`src/rtl/bp_pkg.sv`:
```
// Shared types and constants for the branch predictor and its resolution queue.
package bp_pkg;
   localparam int LOWER = 5;

   localparam logic [1:0] STRONG_NT = 2'b00;
   localparam logic [1:0] WEAK_NT   = 2'b01;
   localparam logic [1:0] WEAK_T    = 2'b10;
   localparam logic [1:0] STRONG_T  = 2'b11;

   typedef struct packed {
      logic [LOWER-1:0] index;
      logic             taken;
   } bp_entry_t;
endpackage

```
`src/rtl/bp_entry_fifo.sv`:
```
// In-order storage of in-flight predictions; occupancy is tracked by count, not pointer compare.
module bp_entry_fifo import bp_pkg::*; #(
   parameter int DEPTH = 4,
   parameter int W     = LOWER + 1,
   localparam int PW   = $clog2(DEPTH)
) (
   input  logic          clk,
   input  logic          rst,
   input  logic          push_i,
   input  logic [W-1:0]  din_i,
   input  logic          pop_i,
   input  logic          flush_i,
   output logic [W-1:0]  head_o,
   output logic [PW:0]   count_o
);
   logic [W-1:0]  mem_q [DEPTH];
   logic [PW-1:0] head_q, tail_q;
   logic [PW:0]   count_q;

   always_ff @(posedge clk) begin
      if (push_i) mem_q[tail_q] <= din_i;
   end

   always_ff @(posedge clk) begin
      if (rst) begin
         head_q  <= '0;
         tail_q  <= '0;
         count_q <= '0;
      end else if (flush_i) begin
         // Flush drops the popped entry and everything younger.
         head_q  <= head_q + 1'b1;
         tail_q  <= head_q + 1'b1;
         count_q <= '0;
      end else begin
         if (push_i) tail_q <= tail_q + 1'b1;
         if (pop_i)  head_q <= head_q + 1'b1;
         count_q <= count_q + (PW+1)'(push_i) - (PW+1)'(pop_i);
      end
   end

   assign head_o  = mem_q[head_q];
   assign count_o = count_q;
endmodule

```
`src/rtl/branch_resolution_queue.sv`:
```
// Matches in-order resolutions against recorded predictions, trains the predictor and flags mispredicts.
module branch_resolution_queue import bp_pkg::*; #(
   parameter int LOWER = bp_pkg::LOWER,
   parameter int DEPTH = 4,
   parameter int CNT_W = 16,
   localparam int CW   = $clog2(DEPTH) + 1
) (
   input  logic             clk,
   input  logic             rst,
   input  logic             pred_valid,
   input  logic [LOWER-1:0] pred_index,
   input  logic             pred_taken,
   output logic             pred_ready,
   input  logic             res_valid,
   input  logic             res_taken,
   input  logic             res_jump,
   output logic             upd_en,
   output logic [LOWER-1:0] upd_addr,
   output logic             upd_was_taken,
   output logic             upd_jumped,
   output logic             mispredict,
   output logic             res_err,
   output logic [CW-1:0]    count,
   output logic [CNT_W-1:0] branch_cnt,
   output logic [CNT_W-1:0] mispred_cnt
);
   logic [LOWER:0]   head;
   logic             do_res, wrong, flush, pop, push;
   logic             upd_en_q, was_q, jmp_q, mis_q, err_q;
   logic [LOWER-1:0] addr_q;
   logic [CNT_W-1:0] bcnt_q, mcnt_q;

   assign pred_ready = (count < CW'(DEPTH));
   assign do_res     = res_valid & (count != '0);
   assign wrong      = (res_taken | res_jump) != head[0];
   assign flush      = do_res & wrong;
   assign pop        = do_res & ~wrong;
   // A push alongside a mispredict is on the wrong path.
   assign push       = pred_valid & pred_ready & ~flush;

   bp_entry_fifo #(.DEPTH(DEPTH), .W(LOWER+1)) u_fifo (
      .clk     (clk),
      .rst     (rst),
      .push_i  (push),
      .din_i   ({pred_index, pred_taken}),
      .pop_i   (pop),
      .flush_i (flush),
      .head_o  (head),
      .count_o (count)
   );

   always_ff @(posedge clk) begin
      if (rst) begin
         upd_en_q <= 1'b0;
         addr_q   <= '0;
         was_q    <= 1'b0;
         jmp_q    <= 1'b0;
         mis_q    <= 1'b0;
         err_q    <= 1'b0;
         bcnt_q   <= '0;
         mcnt_q   <= '0;
      end else begin
         upd_en_q <= do_res;
         addr_q   <= do_res ? head[LOWER:1] : '0;
         was_q    <= do_res & res_taken;
         jmp_q    <= do_res & res_jump;
         mis_q    <= flush;
         err_q    <= err_q | (res_valid & (count == '0));
         if (do_res && bcnt_q != '1) bcnt_q <= bcnt_q + 1'b1;
         if (flush  && mcnt_q != '1) mcnt_q <= mcnt_q + 1'b1;
      end
   end

   assign upd_en        = upd_en_q;
   assign upd_addr      = addr_q;
   assign upd_was_taken = was_q;
   assign upd_jumped    = jmp_q;
   assign mispredict    = mis_q;
   assign res_err       = err_q;
   assign branch_cnt    = bcnt_q;
   assign mispred_cnt   = mcnt_q;
endmodule
```
`config.mk`:
```
export PLATFORM = sky130hd
export DESIGN_NAME = branch_resolution_queue
export DESIGN_NICKNAME = d
export VERILOG_FILES = /design/src/rtl/bp_pkg.sv /design/src/rtl/bp_entry_fifo.sv /design/src/rtl/branch_resolution_queue.sv
export SDC_FILE = /design/constraint.sdc
export NUM_CORES = 1
export LEC_CHECK = 0
export BUFFER_PORTS_ARGS = -buffer_cell sky130_fd_sc_hd__buf_4
export CAP_MARGIN = 15
export CORE_ASPECT_RATIO = 1.2
export CORE_MARGIN = 2
export CORE_UTILIZATION = 30
export CTS_CLUSTER_SIZE = 12
export DETAILED_ROUTE_END_ITERATION = 8
export GPL_TIMING_DRIVEN = 0
export SYNTH_ARGS = -nofsm -noshare
export SYNTH_HDL_FRONTEND = slang
export SYNTH_SLANG_ARGS = --single-unit
```
`constraint.sdc`:
```
create_clock -name clk -period 3 [get_ports clk]
set_clock_uncertainty 0.2 [all_clocks]
set_input_delay 0.15 -clock clk [delete_from_list [all_inputs] [get_ports clk]]
set_output_delay 0.15 -clock clk [all_outputs]
set_load 0.01 [all_outputs]
```
---- Word-level counts from Yosys, hierarchy flattened ----
Memories as Yosys holds them, arrays and structs flattened. A register that Yosys moved wholly into a read port is not among the register bits.
Index checks and enable logic that the tools add are counted.
operators by class
  $add $sub $neg .......................... 6
  $lt $le $gt $ge ......................... 1
  equality and inequality tests ........... 3
  muxes and demuxes ....................... 8
  bitwise operators ....................... 13
  reductions and logical operators ........ 8
operators by type and width
  operator                 count
  $add A16 B1 Y16 const B  2
  $ne A16 B16 Y1 const B   2
  $mux W2                  6
  $and A1 B1 Y1            8
  $add A2 B1 Y2 const B    2
  $reduce_bool A2 Y1       2
  $reduce_or A2 Y1         2
  $add A3 B1 Y3            1
  $logic_not A3 Y1         1
  $lt A3 B3 Y1 const B     1
  $not A1 Y1               3
  $reduce_bool A3 Y1       1
  $sub A3 B1 Y3            1
  $logic_and A1 B1 Y1      2
  $mux W1                  2
  $or A1 B1 Y1             2
  $ne A1 B1 Y1             1
storage, ports and cells
  flip-flop bits (word level) ............. 49
  memory bits (writable) .................. 24
  input bits .............................. 12
  output and inout port bits .............. 46
  word-level logic and storage cells ...... 51
  memories ................................ 1
memories
  name          depth  bits a word  read ports  clocked after Yosys merged registers in  wr ports  line                 text
  u_fifo.mem_q  4      6            1           1                                        1         bp_entry_fifo.sv:16  logic [W-1:0] mem_q [DEPTH];

---- Logic depth before layout (Yosys ltp) ----
Gate-level depths: netlist (run 1).
  depth in word-level cells ............... 8
  depth in mapped cells ................... 11
  depth with buffers taken out ............ 10

---- Modules after synthesis ----
Synthesis (run 1) repeated with hierarchy kept, for this count alone.
second synthesis, totals
  cells, all modules ...................... 289
  area, all modules ....................... 3254.4 sq um
by module, submodules not included
  module                   times used  cells an instance  area an instance (sq um)  sequential area each (sq um)
  branch_resolution_queue  1           211                1919.3                    840.8
  bp_entry_fifo            1           78                 1335.0                    900.9

---- Worst setup path after synthesis (run 1) ----
Ideal clock, no wire load.
  path kind ............................... register to register
  start point ............................. register (tool-made name)
  end point ............................... register u_fifo.count_q[2] (netlist: u_fifo.count_o[2])
  setup time .............................. 0.132 ns
  arrival ................................. 2.497 ns
  data required time ...................... 2.668 ns
  path slack .............................. 0.171 ns
  cell stages (with the launch flop) ...... 12
  path buffers ............................ 1
  period minus slack after synthesis ...... 2.829 ns
  cells stage by stage .................... dfxtp_1 -> buf_6 -> mux4_2 -> xnor2_4 -> nor2_1 -> ha_1 -> inv_1 -> ha_1 -> fa_1 -> xnor2_1 -> xnor2_1 -> nor3_1
RTL lines
  what                  line                 text
  end signal, assigned  bp_entry_fifo.sv:37  count_q <= count_q + (PW+1)'(push_i) - (PW+1)'(pop_i);
  end, declared         bp_entry_fifo.sv:18  logic [PW:0] count_q;

==> impl_table.tex, run 1 <==
\begin{tabular}{lr}
\hline
Metric & Value \\
\hline
\multicolumn{2}{l}{\textbf{Run status}} \\
Status & finished clean \\
\multicolumn{2}{l}{\textbf{Setup path}} \\
CP Data Arrival Time & 2810 ps \\
Maximum fanout count along the critical path & 3 \\
Delay of the slowest cell on the worst path & roughly 580 ps \\
Critical Path Sink Type & flip-flop \\
Required time at the worst-slack endpoint & 3000 ps \\
Most used cell along the critical path & sky130\_fd\_sc\_hd\_\_ha\_1 \\
CP cell instances & buf\_6 -> mux4\_2 -> xnor2\_4 -> nor2\_1 -> ha\_1 -> inv\_1 -> ha\_1 -> fa\_2 -> xnor2\_2 -> xnor2\_1 -> nor3\_1 \\
Critical-path top delay cell & sky130\_fd\_sc\_hd\_\_mux4\_2 \\
Sort of element at the start of the critical path & flip-flop \\
Worst Setup Path Type & flip-flop to flip-flop \\
\multicolumn{2}{l}{\textbf{Floorplanning}} \\
Horizontal extent of the die & between 90 and 100 um \\
Initial core utilization & between 30\% and 40\% \\
Total Die Area & 11700 um2 \\
Die height & 118 um \\
Core region area & 10600 um2 \\
Number of rows in the core area & 41 \\
Number of primary I/O pins & between 50 and 60 \\
\multicolumn{2}{l}{\textbf{Clocking}} \\
Number of CTS-inserted buffers & 9 \\
Later-pin clock latency in the skew report & $\sim$330 ps \\
Number of levels in the clock H-tree & 3 \\
CTS Buffer Depth & 2 \\
Clock input transition at the sequential cells of the worst setup and hold paths & 60 ps \\
Clock root buffer & sky130\_fd\_sc\_hd\_\_clkbuf\_16 \\
CTS Sinks & 75 \\
TritonCTS clock tree & built \\
\multicolumn{2}{l}{\textbf{Synthesis}} \\
Arithmetic-cell share of the synthesized area counting full adders, half adders and majority gates & under 10\% \\
Xor/xnor share of the synthesized area & 8.34\% \\
Area share of the largest cell type after synthesis & 31.3\% \\
Sequential fraction of the synthesis area & 53.5\% \\
Main combinational cell family by area after synthesis & simple AND/OR/NAND/NOR gates \\
Fraction of registers with async set or reset after synthesis & 0\% \\
Cells after Synth & 290 \\
Most area-hungry cell type in the Yosys netlist & sky130\_fd\_sc\_hd\_\_dfxtp\_1 \\
Post-synth EDFFs & 24 \\
Multiplexer share of the synthesized area & 6.03\% \\
Most common flop cell mapped by yosys & sky130\_fd\_sc\_hd\_\_dfxtp\_1 \\
Basic-gate share of the synthesized area counting and, or, nand and nor cells & 21.3\% \\
Post-synthesis instance area & 3260 um2 \\
Synth unique cells & 44 \\
Top post-synthesis cells by area & sky130\_fd\_sc\_hd\_\_dfxtp\_1 31\%, sky130\_fd\_sc\_hd\_\_edfxtp\_1 22\%, sky130\_fd\_sc\_hd\_\_xnor2\_1 5.9\% \\
Post-Synthesis Mean Instance Area & 11.2 um2 \\
Number of register bits inferred by synthesis & 75 \\
Total of warnings raised by yosys & 0 \\
Post-Synthesis Net Count & between 300 and 400 \\
Complex-gate fraction of the synthesized area & 4.23\% \\
\multicolumn{2}{l}{\textbf{Power and ir drop}} \\
Net switching power figure & 943 uW \\
Proportion of power drawn by flip-flops and latches & about two fifths \\
Leakage power & 0.00161 uW \\
Share of total power in the clock network & 34.3\% \\
Worst voltage drop across the vdd grid & roughly 0.37 mV \\
Combinational power share & 25.2\% \\
Switching Share & 29.7\% \\
Power density over the cells & $\sim$740 nW/um2 \\
Pint & 2230 uW \\
\multicolumn{2}{l}{\textbf{Layout}} \\
Layout cells sized above 1 & 24.0\% \\
Area growth, synth to finish & 31.7\% \\
Final layout net count & 391 \\
Share of the core filled with cells & 40.6\% \\
Total inserted antenna cells & 0 \\
\multicolumn{2}{l}{\textbf{Global routing}} \\
Number of antenna violations at the first check in global routing & 0 \\
Overflow left after global routing & 0 \\
Pin count of the biggest net entering global routing & 15 \\
Global-route total usage across every layer & 12.7\% \\
Vias in the first global route & 2413 \\
Global-route wire length before repair & 11800 um \\
\multicolumn{2}{l}{\textbf{STA}} \\
Min setup slack post-route & 185 ps \\
Final critical-path required period & 2820 ps \\
Maximum achievable frequency & 355 MHz \\
Final slew viol count & 0 \\
Relative slew margins & 34.8\% \\
Unrepaired setup endpoints after global routing & false \\
Total negative setup slack & 0 ps \\
Least-Margin Pin Slew & between 900 and 1000 ps \\
Count of endpoints failing setup in the final report & 0 \\
Tcrit/Tclk final & around 94\% \\
Final hold violations & 0 \\
\multicolumn{2}{l}{\textbf{Placed design}} \\
Port buffer count & 56 \\
Post-place setup slack & -429 ps \\
RD Place Congestion & 0.806 \\
Post-detail-place hpwl & 5120 um \\
\multicolumn{2}{l}{\textbf{Routing}} \\
Violation count after the first detailed-route iteration & 133 \\
Mean number of vias per cell & a little under 5 \\
\# DRC & 0 \\
TritonRoute pass-1 iters & 4 \\
Final ANT Viol Nets & 0 \\
Drt total wl & 7120 um \\
Via count & 2446 \\
Post-detailed-route wirelength per cell & 14.1 um \\
\multicolumn{2}{l}{\textbf{Job}} \\
Maximum capacitance violations & 0 \\
\multicolumn{2}{l}{\textbf{Worst hold path}} \\
Min-Delay Path Class & flip-flop to flip-flop \\
\hline
\end{tabular}
-- cell type report --
type / count / area (um2)
plain buffers: 10 / 71.3
clock buffers: 10 / 229
clock inverters: 6 / 72.6
fillers: 1060 / 6280
inverters: 7 / 26.3
multi-input cells: 198 / 1440
flip-flops and latches: 75 / 1740
well taps: 129 / 161
repair buffers: 69 / 543
-- sequential cells by signal (all words and copies together), names as in the netlist, named ones only --
signal	cells
upd_en	1
upd_addr	5
u_fifo.tail_q	2
res_err	1
branch_cnt	16
mispred_cnt	16
u_fifo.head_q	2
mispredict	1
upd_was_taken	1
upd_jumped	1
u_fifo.count_o	3
u_fifo.mem_q	24
-- final timing paths --
| kind | startpoint | to | slack (ps) | depth (start not counted) |
|---|---|---|---|---|
| setup / recovery | flip-flop | u_fifo.count_o[2] | 180 | 11 |
| hold / removal | res_err | res_err | 290 | 2 |
| setup reg to reg | flip-flop | u_fifo.count_o[2] | 180 | 11 |
| hold reg to reg | res_err | res_err | 290 | 2 |
-- metal layers --
metal	vias up	track usage [%]	routed length (um)
met5	-	0	0
met4	0	5.65	125
met3	8	2.42	269
met2	54	20.4	3450
met1	1174	16.6	3280
li1	1210	-	-
-- power by group through the flow --
stage / clock (uW) / sequential (uW) / combinational, uW
floorplan: 0 / 1290 / 503
CTS: 1120 / 1290 / 786
global route: 1160 / 1300 / 908
global placement: 0 / 1290 / 740
finish: 1090 / 1290 / 802
detailed placement: 0 / 1300 / 751
-- cells in the mapped netlist, drive strengths merged, types with 5 or more instances --
library cell  number
dfxtp             51
inv                7
ha                 8
xor2               5
clkbuf             7
nor4               9
nor2              38
nand4             10
a21oi              9
xnor2             23
and3              11
nor3              10
nand3             11
edfxtp            24
nand2             12
mux4               6
and2               9
-- through the flow --
step | power (uW) | cells | hold slack, ps | area (um2)
after floorplan | 1800 | 290 | 48.9 | 3260
after global placement | 2030 | 475 | 151 | 3840
after detailed placement | 2050 | 475 | 156 | 3840
after CTS | 3190 | 502 | 295 | 4260
after global routing | 3370 | 504 | 315 | 4290
final | 3180 | 504 | 293 | 4290
-- kinds of logic (layout without fill, tap and decap cells) --
kind of cell               count (synthesis)  count (layout)
DFF                                       75              75
adders and majority gates                  9               9
xor gates and xnor gates                  28              28
buffers and inverters                     17             102
and+or+nand+nor                          129             129
muxes                                     10              10
AOI/OAI and AO/OA                         22              22
-- worst max-delay path: cells and delay by family, from the launching register on --
| kind | cells | cell delay [ps] |
|---|---|---|
| adder cells (fa/ha/maj) | 3 | 820 |
| multiplexers | 1 | 580 |
| XOR/XNOR | 3 | 490 |
| buffers and inverters | 2 | 140 |
| flip-flops | 1 | 330 |
| AND/OR/NAND/NOR | 2 | 110 |
-- layout by cell type, fill, tap and decap left out, types with 11 or more instances in the layout --
| master | count |
|---|---|
| sky130_fd_sc_hd__and3_1 | 11 |
| sky130_fd_sc_hd__buf_4 | 59 |
| sky130_fd_sc_hd__dfxtp_1 | 51 |
| sky130_fd_sc_hd__edfxtp_1 | 24 |
| sky130_fd_sc_hd__nand2_1 | 12 |
| sky130_fd_sc_hd__nor2_1 | 37 |
| sky130_fd_sc_hd__xnor2_1 | 21 |
-- repair_timing --
item | 4_1_cts | 5_1_grt
gates resized for setup | 3 | 2
pin swaps | 1 | 1
hold endpoints to repair | 38 | 0
setup endpoints to repair | 2 | 1
hold buffers | 10 | 0
setup buffers | 1 | 2
(Power assumes the default switching activity.)
==> run 2, diff against run 1 <==
--- a/config.mk
+++ b/config.mk
@@ -13,6 +13,7 @@
 export CTS_CLUSTER_SIZE = 12
 export DETAILED_ROUTE_END_ITERATION = 8
 export GPL_TIMING_DRIVEN = 0
+export RECOVER_POWER = 100
 export SYNTH_ARGS = -nofsm -noshare
 export SYNTH_HDL_FRONTEND = slang
 export SYNTH_SLANG_ARGS = --single-unit
==> impl_table.tex, run 2 (same netlist as run 1, synthesis figures left out) <==
\begin{tabular}{lr}
\hline
Metric & Value \\
\hline
\multicolumn{2}{l}{\textbf{Routing}} \\
Via count & 2451 (+0.20\%) \\
Violation count after the first detailed-route iteration & 110 (-17\%) \\
Final ANT Viol Nets & 0 (unchanged) \\
\# DRC & 0 (unchanged) \\
Mean number of vias per cell & 4.86 (+0.20\%) \\
TritonRoute pass-1 iters & 4 (unchanged) \\
Drt total wl & 7140 um (+0.28\%) \\
Post-detailed-route wirelength per cell & 14.2 um (+0.28\%) \\
\multicolumn{2}{l}{\textbf{Layout}} \\
Biggest register & u\_fifo.mem\_q \\
Area growth, synth to finish & 24.7\% \\
Most common cell after layout, fill and taps aside & sky130\_fd\_sc\_hd\_\_clkbuf\_1 \\
Layout cells sized above 1 & 9.07\% (-15 points) \\
Total inserted antenna cells & 0 (unchanged) \\
Final layout net count & 391 (unchanged) \\
Final cell count without fillers & 504 (unchanged) \\
Largest register FFs & 24 (unchanged) \\
Commonest cells after routing, fill and taps aside & 60 x sky130\_fd\_sc\_hd\_\_clkbuf\_1, 51 x sky130\_fd\_sc\_hd\_\_dfxtp\_1, 37 x sky130\_fd\_sc\_hd\_\_nor2\_1, 24 x sky130\_fd\_sc\_hd\_\_edfxtp\_1, 21 x sky130\_fd\_sc\_hd\_\_xnor2\_1 \\
Share of the core filled with cells & 38.4\% (-2.1 points) \\
Summed area of non-filler cells in the final layout & 4060 um2 (-5.3\%) \\
\multicolumn{2}{l}{\textbf{Global routing}} \\
Pin count of the biggest net entering global routing & 15 (unchanged) \\
Number of antenna violations at the first check in global routing & 0 (unchanged) \\
Vias in the first global route & 2413 (unchanged) \\
Global-route wire length before repair & 11800 um (unchanged) \\
Overflow left after global routing & 0 (unchanged) \\
Global-route total usage across every layer & 12.7\% (unchanged) \\
\multicolumn{2}{l}{\textbf{Power and ir drop}} \\
Worst voltage drop across the vdd grid & 0.362 mV (-1.8\%) \\
Combinational power share & 23.3\% (-1.9 points) \\
Total power after layout & 3100 uW (-2.5\%) \\
Switching Share & 30.1\% (+0.40 points) \\
Pint & 2160 uW (-3.1\%) \\
Proportion of power drawn by flip-flops and latches & 41.5\% (+1.0 points) \\
Power density over the cells & 762 nW/um2 (+2.9\%) \\
Net switching power figure & 932 uW (-1.2\%) \\
Leakage power & 0.00138 uW (-14\%) \\
Share of total power in the clock network & 35.2\% (+0.9 points) \\
\multicolumn{2}{l}{\textbf{Clocking}} \\
Clock input transition at the sequential cells of the worst setup and hold paths & 60 ps (about the same) \\
Number of levels in the clock H-tree & 3 (unchanged) \\
Number of CTS-inserted buffers & 9 (unchanged) \\
CTS Buffer Depth & 2 (unchanged) \\
Clock root buffer & sky130\_fd\_sc\_hd\_\_clkbuf\_16 \\
TritonCTS clock tree & built \\
CTS Sinks & 75 (unchanged) \\
Later-pin clock latency in the skew report & 330 ps (about the same) \\
\multicolumn{2}{l}{\textbf{Floorplanning}} \\
Number of rows in the core area & 41 (unchanged) \\
Horizontal extent of the die & 99.1 um (unchanged) \\
Number of primary I/O pins & 58 (unchanged) \\
Core region area & 10600 um2 (unchanged) \\
Total Die Area & 11700 um2 (unchanged) \\
Die height & 118 um (unchanged) \\
Initial core utilization & 30.8\% (unchanged) \\
\multicolumn{2}{l}{\textbf{STA}} \\
Unrepaired setup endpoints after global routing & false \\
Final hold violations & 0 (unchanged) \\
Final slew viol count & 0 (unchanged) \\
Least-Margin Pin Slew & 962 ps (-6.75 ps) \\
Count of endpoints failing setup in the final report & 0 (unchanged) \\
Tcrit/Tclk final & 93.3\% (-0.56 points) \\
Maximum achievable frequency & 357 MHz (+0.60\%) \\
Relative slew margins & 35.3\% (+0.45 points) \\
Final critical-path required period & 2800 ps (-16.8 ps) \\
Total negative setup slack & 0 ps (unchanged) \\
\multicolumn{2}{l}{\textbf{Placed design}} \\
RD Place Congestion & 0.806 (unchanged) \\
Post-placement cell area & 3840 um2 (unchanged) \\
Post-detail-place hpwl & 5120 um (unchanged) \\
Port buffer count & 56 (unchanged) \\
Cell total after placement & 475 (unchanged) \\
\multicolumn{2}{l}{\textbf{Worst hold path}} \\
Min-Delay Path Class & flip-flop to flip-flop \\
Worst hold path cell count & 2 (unchanged) \\
\multicolumn{2}{l}{\textbf{Setup path}} \\
Required time at the worst-slack endpoint & 3000 ps (about the same) \\
Sort of element at the start of the critical path & flip-flop \\
Worst setup slack for register-to-register paths & 200 ps (+20 ps) \\
Worst Setup Path Type & flip-flop to flip-flop \\
CP Data Arrival Time & 2800 ps (about the same) \\
Critical Path Sink Type & flip-flop \\
Maximum fanout count along the critical path & 3 (unchanged) \\
Number of cells on the worst reg-to-reg path & 11 (unchanged) \\
\multicolumn{2}{l}{\textbf{Job}} \\
Maximum capacitance violations & 0 (unchanged) \\
\multicolumn{2}{l}{\textbf{Run status}} \\
Status & finished clean \\
\hline
\end{tabular}
## run 2: worst max-delay path: stages, from the launching register on
cell and delay, ps:
sky130_fd_sc_hd__dfxtp_1 330, sky130_fd_sc_hd__buf_6 100, sky130_fd_sc_hd__mux4_2 570, sky130_fd_sc_hd__xnor2_4 210
sky130_fd_sc_hd__nor2_1 60, sky130_fd_sc_hd__ha_1 270, sky130_fd_sc_hd__inv_1 40, sky130_fd_sc_hd__ha_1 200
sky130_fd_sc_hd__fa_2 350, sky130_fd_sc_hd__xnor2_2 140, sky130_fd_sc_hd__xnor2_1 140, sky130_fd_sc_hd__nor3_1 50
## run 2: power by group through the flow
stage / Combinational (uW) / Sequential [uW] / Clock [uW]
finish: 722 / 1280 / 1090
global route: 827 / 1300 / 1160
CTS: 786 / 1290 / 1120
detailed placement: 751 / 1300 / 0
global placement: 740 / 1290 / 0
floorplan: 503 / 1290 / 0
## run 2: worst paths after layout
check	from	end
max	flip-flop	u_fifo.count_o[2]
max reg2reg	flip-flop	u_fifo.count_o[2]
min reg2reg	res_err	res_err
min	res_err	res_err
## run 2: stage by stage
| step | hold slack (ps) | worst slack (ps) |
|---|---|---|
| after floorplan | 48.9 | 171 |
| after CTS | 295 | 21.0 |
| after global placement | 151 | -386 |
| after global routing | 313 | 21.4 |
| after detailed placement | 156 | -429 |
| final | 283 | 202 |
## run 2: cell type report
cell class | count | area, um2
inverters | 7 | 26.3
plain buffers | 10 | 63.8
multi-input cells | 198 | 1420
flip-flops and latches | 75 | 1740
clock inverters | 6 | 72.6
fillers | 1099 | 6510
clock buffers | 10 | 229
well taps | 129 | 161
repair buffers | 69 | 344
## run 2: metal layers
| layer | global-route usage, % | up-vias | part of all wire, % |
|---|---|---|---|
| met5 | 0 | - | 0 |
| met4 | 5.65 | 0 | 1.6 |
| met3 | 2.42 | 8 | 3.3 |
| met2 | 20.4 | 44 | 49 |
| met1 | 16.6 | 1187 | 46 |
| li1 | - | 1212 | - |
## run 2: repair_timing
action                                 in CTS  in global routing
endpoints found under the hold margin      38                  0
resized for setup                           3                  2
hold buffers                               10                  0
setup endpoints to repair                   2                  1
setup buffers                               1                  2
pin swaps                                   1                  1
==> run 3, diff against run 2 <==
--- a/config.mk
+++ b/config.mk
@@ -16,4 +16,5 @@
 export RECOVER_POWER = 100
 export SYNTH_ARGS = -nofsm -noshare
 export SYNTH_HDL_FRONTEND = slang
+export SYNTH_HIERARCHICAL = 1
 export SYNTH_SLANG_ARGS = --single-unit
==> impl_table.tex, run 3 <==
\begin{tabular}{lr}
\hline
Metric & Value \\
\hline
\multicolumn{2}{l}{\textbf{Global routing}} \\
Overflow left after global routing & 0 (unchanged) \\
Global-route wire length before repair & 11600 um (-2.2\%) \\
Pin count of the biggest net entering global routing & 13 (-2) \\
Global-route total usage across every layer & 12.5\% (-0.23 points) \\
Number of antenna violations at the first check in global routing & 0 (unchanged) \\
Vias in the first global route & 2368 (-1.9\%) \\
\multicolumn{2}{l}{\textbf{Synthesis}} \\
Synth unique cells & 48 (+9.1\%) \\
Post-Synthesis Mean Instance Area & 11.3 um2 (+0.27\%) \\
Cells after Synth & 289 (-0.34\%) \\
Top post-synthesis cells by area & sky130\_fd\_sc\_hd\_\_dfxtp\_1 31\%, sky130\_fd\_sc\_hd\_\_edfxtp\_1 22\%, sky130\_fd\_sc\_hd\_\_xnor2\_1 6.5\% \\
Sequential fraction of the synthesis area & 53.5\% (about the same) \\
Fraction of registers with async set or reset after synthesis & 0\% (unchanged) \\
Number of register bits inferred by synthesis & 75 (unchanged) \\
Most area-hungry cell type in the Yosys netlist & sky130\_fd\_sc\_hd\_\_dfxtp\_1 \\
Post-Synthesis Net Count & 310 (-0.32\%) \\
Area share of the largest cell type after synthesis & 31.4\% (about the same) \\
Total of warnings raised by yosys & 6 (+6) \\
Dominant cell by count in the synthesized netlist & sky130\_fd\_sc\_hd\_\_dfxtp\_1 \\
Post-synthesis instance area & 3250 um2 (about the same) \\
Post-synth EDFFs & 24 (unchanged) \\
Synth top cells by count & 51 x sky130\_fd\_sc\_hd\_\_dfxtp\_1, 36 x sky130\_fd\_sc\_hd\_\_nor2\_1, 24 x sky130\_fd\_sc\_hd\_\_edfxtp\_1, 24 x sky130\_fd\_sc\_hd\_\_xnor2\_1, 13 x sky130\_fd\_sc\_hd\_\_nor3\_1 \\
Most common flop cell mapped by yosys & sky130\_fd\_sc\_hd\_\_dfxtp\_1 \\
\multicolumn{2}{l}{\textbf{STA}} \\
Final hold violations & 0 (unchanged) \\
Min setup slack post-route & 113 ps (-88.4 ps) \\
Count of endpoints failing setup in the final report & 0 (unchanged) \\
Final slew viol count & 0 (unchanged) \\
Tcrit/Tclk final & 96.2\% (+2.9 points) \\
Maximum achievable frequency & 346 MHz (-3.1\%) \\
Final critical-path required period & 2890 ps (+88.4 ps) \\
Least-Margin Pin Slew & 1160 ps (+202 ps) \\
Relative slew margins & 21.7\% (-14 points) \\
\multicolumn{2}{l}{\textbf{Floorplanning}} \\
Number of primary I/O pins & 58 (unchanged) \\
Number of rows in the core area & 41 (unchanged) \\
Total Die Area & 11700 um2 (about the same) \\
Core region area & 10600 um2 (unchanged) \\
Horizontal extent of the die & 99.1 um (about the same) \\
Initial core utilization & 30.8\% (about the same) \\
Die height & 118 um (about the same) \\
\multicolumn{2}{l}{\textbf{Clocking}} \\
TritonCTS clock tree & built \\
CTS Buffer Depth & 2 (unchanged) \\
Clock root buffer & sky130\_fd\_sc\_hd\_\_clkbuf\_16 \\
Later-pin clock latency in the skew report & 330 ps (about the same) \\
Number of CTS-inserted buffers & 9 (unchanged) \\
Number of levels in the clock H-tree & 3 (unchanged) \\
CTS Sinks & 75 (unchanged) \\
Clock input transition at the sequential cells of the worst setup and hold paths & 60 ps (about the same) \\
\multicolumn{2}{l}{\textbf{Layout}} \\
Most common cell after layout, fill and taps aside & sky130\_fd\_sc\_hd\_\_clkbuf\_1 \\
Final layout net count & 392 (+0.26\%) \\
Largest register FFs & 24 (unchanged) \\
Area growth, synth to finish & 25.4\% \\
Summed area of non-filler cells in the final layout & 4080 um2 (+0.46\%) \\
Commonest cells after routing, fill and taps aside & 61 x sky130\_fd\_sc\_hd\_\_clkbuf\_1, 51 x sky130\_fd\_sc\_hd\_\_dfxtp\_1, 36 x sky130\_fd\_sc\_hd\_\_nor2\_1, 24 x sky130\_fd\_sc\_hd\_\_xnor2\_1, 24 x sky130\_fd\_sc\_hd\_\_edfxtp\_1 \\
Total inserted antenna cells & 0 (unchanged) \\
Layout cells sized above 1 & 12.0\% (+2.9 points) \\
Share of the core filled with cells & 38.6\% (+0.18 points) \\
Biggest register & u\_fifo/mem\_q \\
\multicolumn{2}{l}{\textbf{Worst hold path}} \\
Min-Delay Path Class & input port to flip-flop \\
\multicolumn{2}{l}{\textbf{Placed design}} \\
Post-detail-place hpwl & 4910 um (-4.1\%) \\
RD Place Congestion & 0.797 (-1.2\%) \\
Post-placement cell area & 3840 um2 (+0.13\%) \\
Post-place setup slack & -357 ps (+71.8 ps) \\
Port buffer count & 57 (+1.8\%) \\
\multicolumn{2}{l}{\textbf{Power and ir drop}} \\
Power density over the cells & 729 nW/um2 (-4.3\%) \\
Total power after layout & 2980 uW (-3.9\%) \\
Worst voltage drop across the vdd grid & 0.336 mV (-7.1\%) \\
Leakage power & 0.00138 uW (about the same) \\
\multicolumn{2}{l}{\textbf{Routing}} \\
Post-detailed-route wirelength per cell & 13.9 um (-2.0\%) \\
Violation count after the first detailed-route iteration & 59 (-46\%) \\
Final ANT Viol Nets & 0 (unchanged) \\
TritonRoute pass-1 iters & 4 (unchanged) \\
Mean number of vias per cell & 4.84 (-0.56\%) \\
\# DRC & 0 (unchanged) \\
Via count & 2442 (-0.37\%) \\
Drt total wl & 7020 um (-1.8\%) \\
\multicolumn{2}{l}{\textbf{Run status}} \\
Status & finished clean \\
\multicolumn{2}{l}{\textbf{Setup path}} \\
Sort of element at the start of the critical path & flip-flop \\
CP Data Arrival Time & 2910 ps (+110 ps) \\
Required time at the worst-slack endpoint & 3020 ps (+20 ps) \\
Maximum fanout count along the critical path & 7 (+4) \\
Worst Setup Path Type & flip-flop to flip-flop \\
Critical Path Sink Type & flip-flop \\
\multicolumn{2}{l}{\textbf{Job}} \\
Maximum capacitance violations & 0 (unchanged) \\
\hline
\end{tabular}
## run 3: layer usage
metal  track usage [%]  routed length, um  vias to the layer above
li1                  -                  -                     1202
met1              15.7               3260                     1184
met2              20.2               3350                       47
met3              2.97                269                        9
met4              5.65                142                        0
met5                 0                  0                        -
## run 3: per-stage QoR
stage / hold slack (ps) / cells / TNS [ps]
2_1_floorplan: 29.3 / 289 / 0
3_3_place_gp: 153 / 475 / -3970
3_5_place_dp: 155 / 475 / -4650
4_1_cts: 223 / 505 / 0
5_1_grt: 266 / 505 / -2.61
6_report: 236 / 505 / 0
## run 3: kinds of logic after synthesis
group	share of synthesized area, %
adder cells (fa/ha/maj)	3.69
AND/OR/NAND/NOR	22.8
buffers and inverters	2.27
flip-flops	53.5
AO/OA/AOI/OAI	4.42
multiplexers	5.27
XOR/XNOR	8.00
## run 3: where the power goes
group	switching, uW	total [uW]	internal [uW]
combinational	349	651	302
clock	385	1050	663
sequential	91.4	1280	1190
total	826	2980	2150
## run 3: final cells by class
cell class	instances	area, um2
tap	129	161
multi-input combinational	197	1460
timing repair buffer	72	363
buffer	6	31.3
sequential	75	1740
fill	1110	6490
inverter	10	37.5
clock inverter	3	38.8
clock buffer	13	250
## run 3: path summary, 6_finish.rpt
path	end	from	slack, ps	depth (start not counted)
setup reg to reg	u_fifo/count_o[1]	flip-flop	110	10
hold reg to reg	res_err	res_err	280	2
setup / recovery	u_fifo/count_o[1]	flip-flop	110	10
hold / removal	u_fifo/tail_q[0]	pred_valid	240	4
## run 3: worst max-delay path, stage by stage, from the launching register on
cell                      delay [ps]
sky130_fd_sc_hd__dfxtp_1         320
sky130_fd_sc_hd__buf_6            90
sky130_fd_sc_hd__mux4_2          520
sky130_fd_sc_hd__or3_4           380
sky130_fd_sc_hd__buf_4           160
sky130_fd_sc_hd__nand3_4          90
sky130_fd_sc_hd__and3_2          280
sky130_fd_sc_hd__ha_1            210
sky130_fd_sc_hd__fa_2            440
sky130_fd_sc_hd__inv_1            60
sky130_fd_sc_hd__nor2_1           40
## run 3: repair_timing
| item | CTS | global route |
|---|---|---|
| hold endpoints to repair | 34 | 0 |
| setup buffers | 5 | 0 |
| pin swaps | 3 | 1 |
| gates cloned | 0 | 0 |
| resized for setup | 7 | 1 |
| setup endpoints to repair | 26 | 2 |
| hold buffers | 10 | 0 |
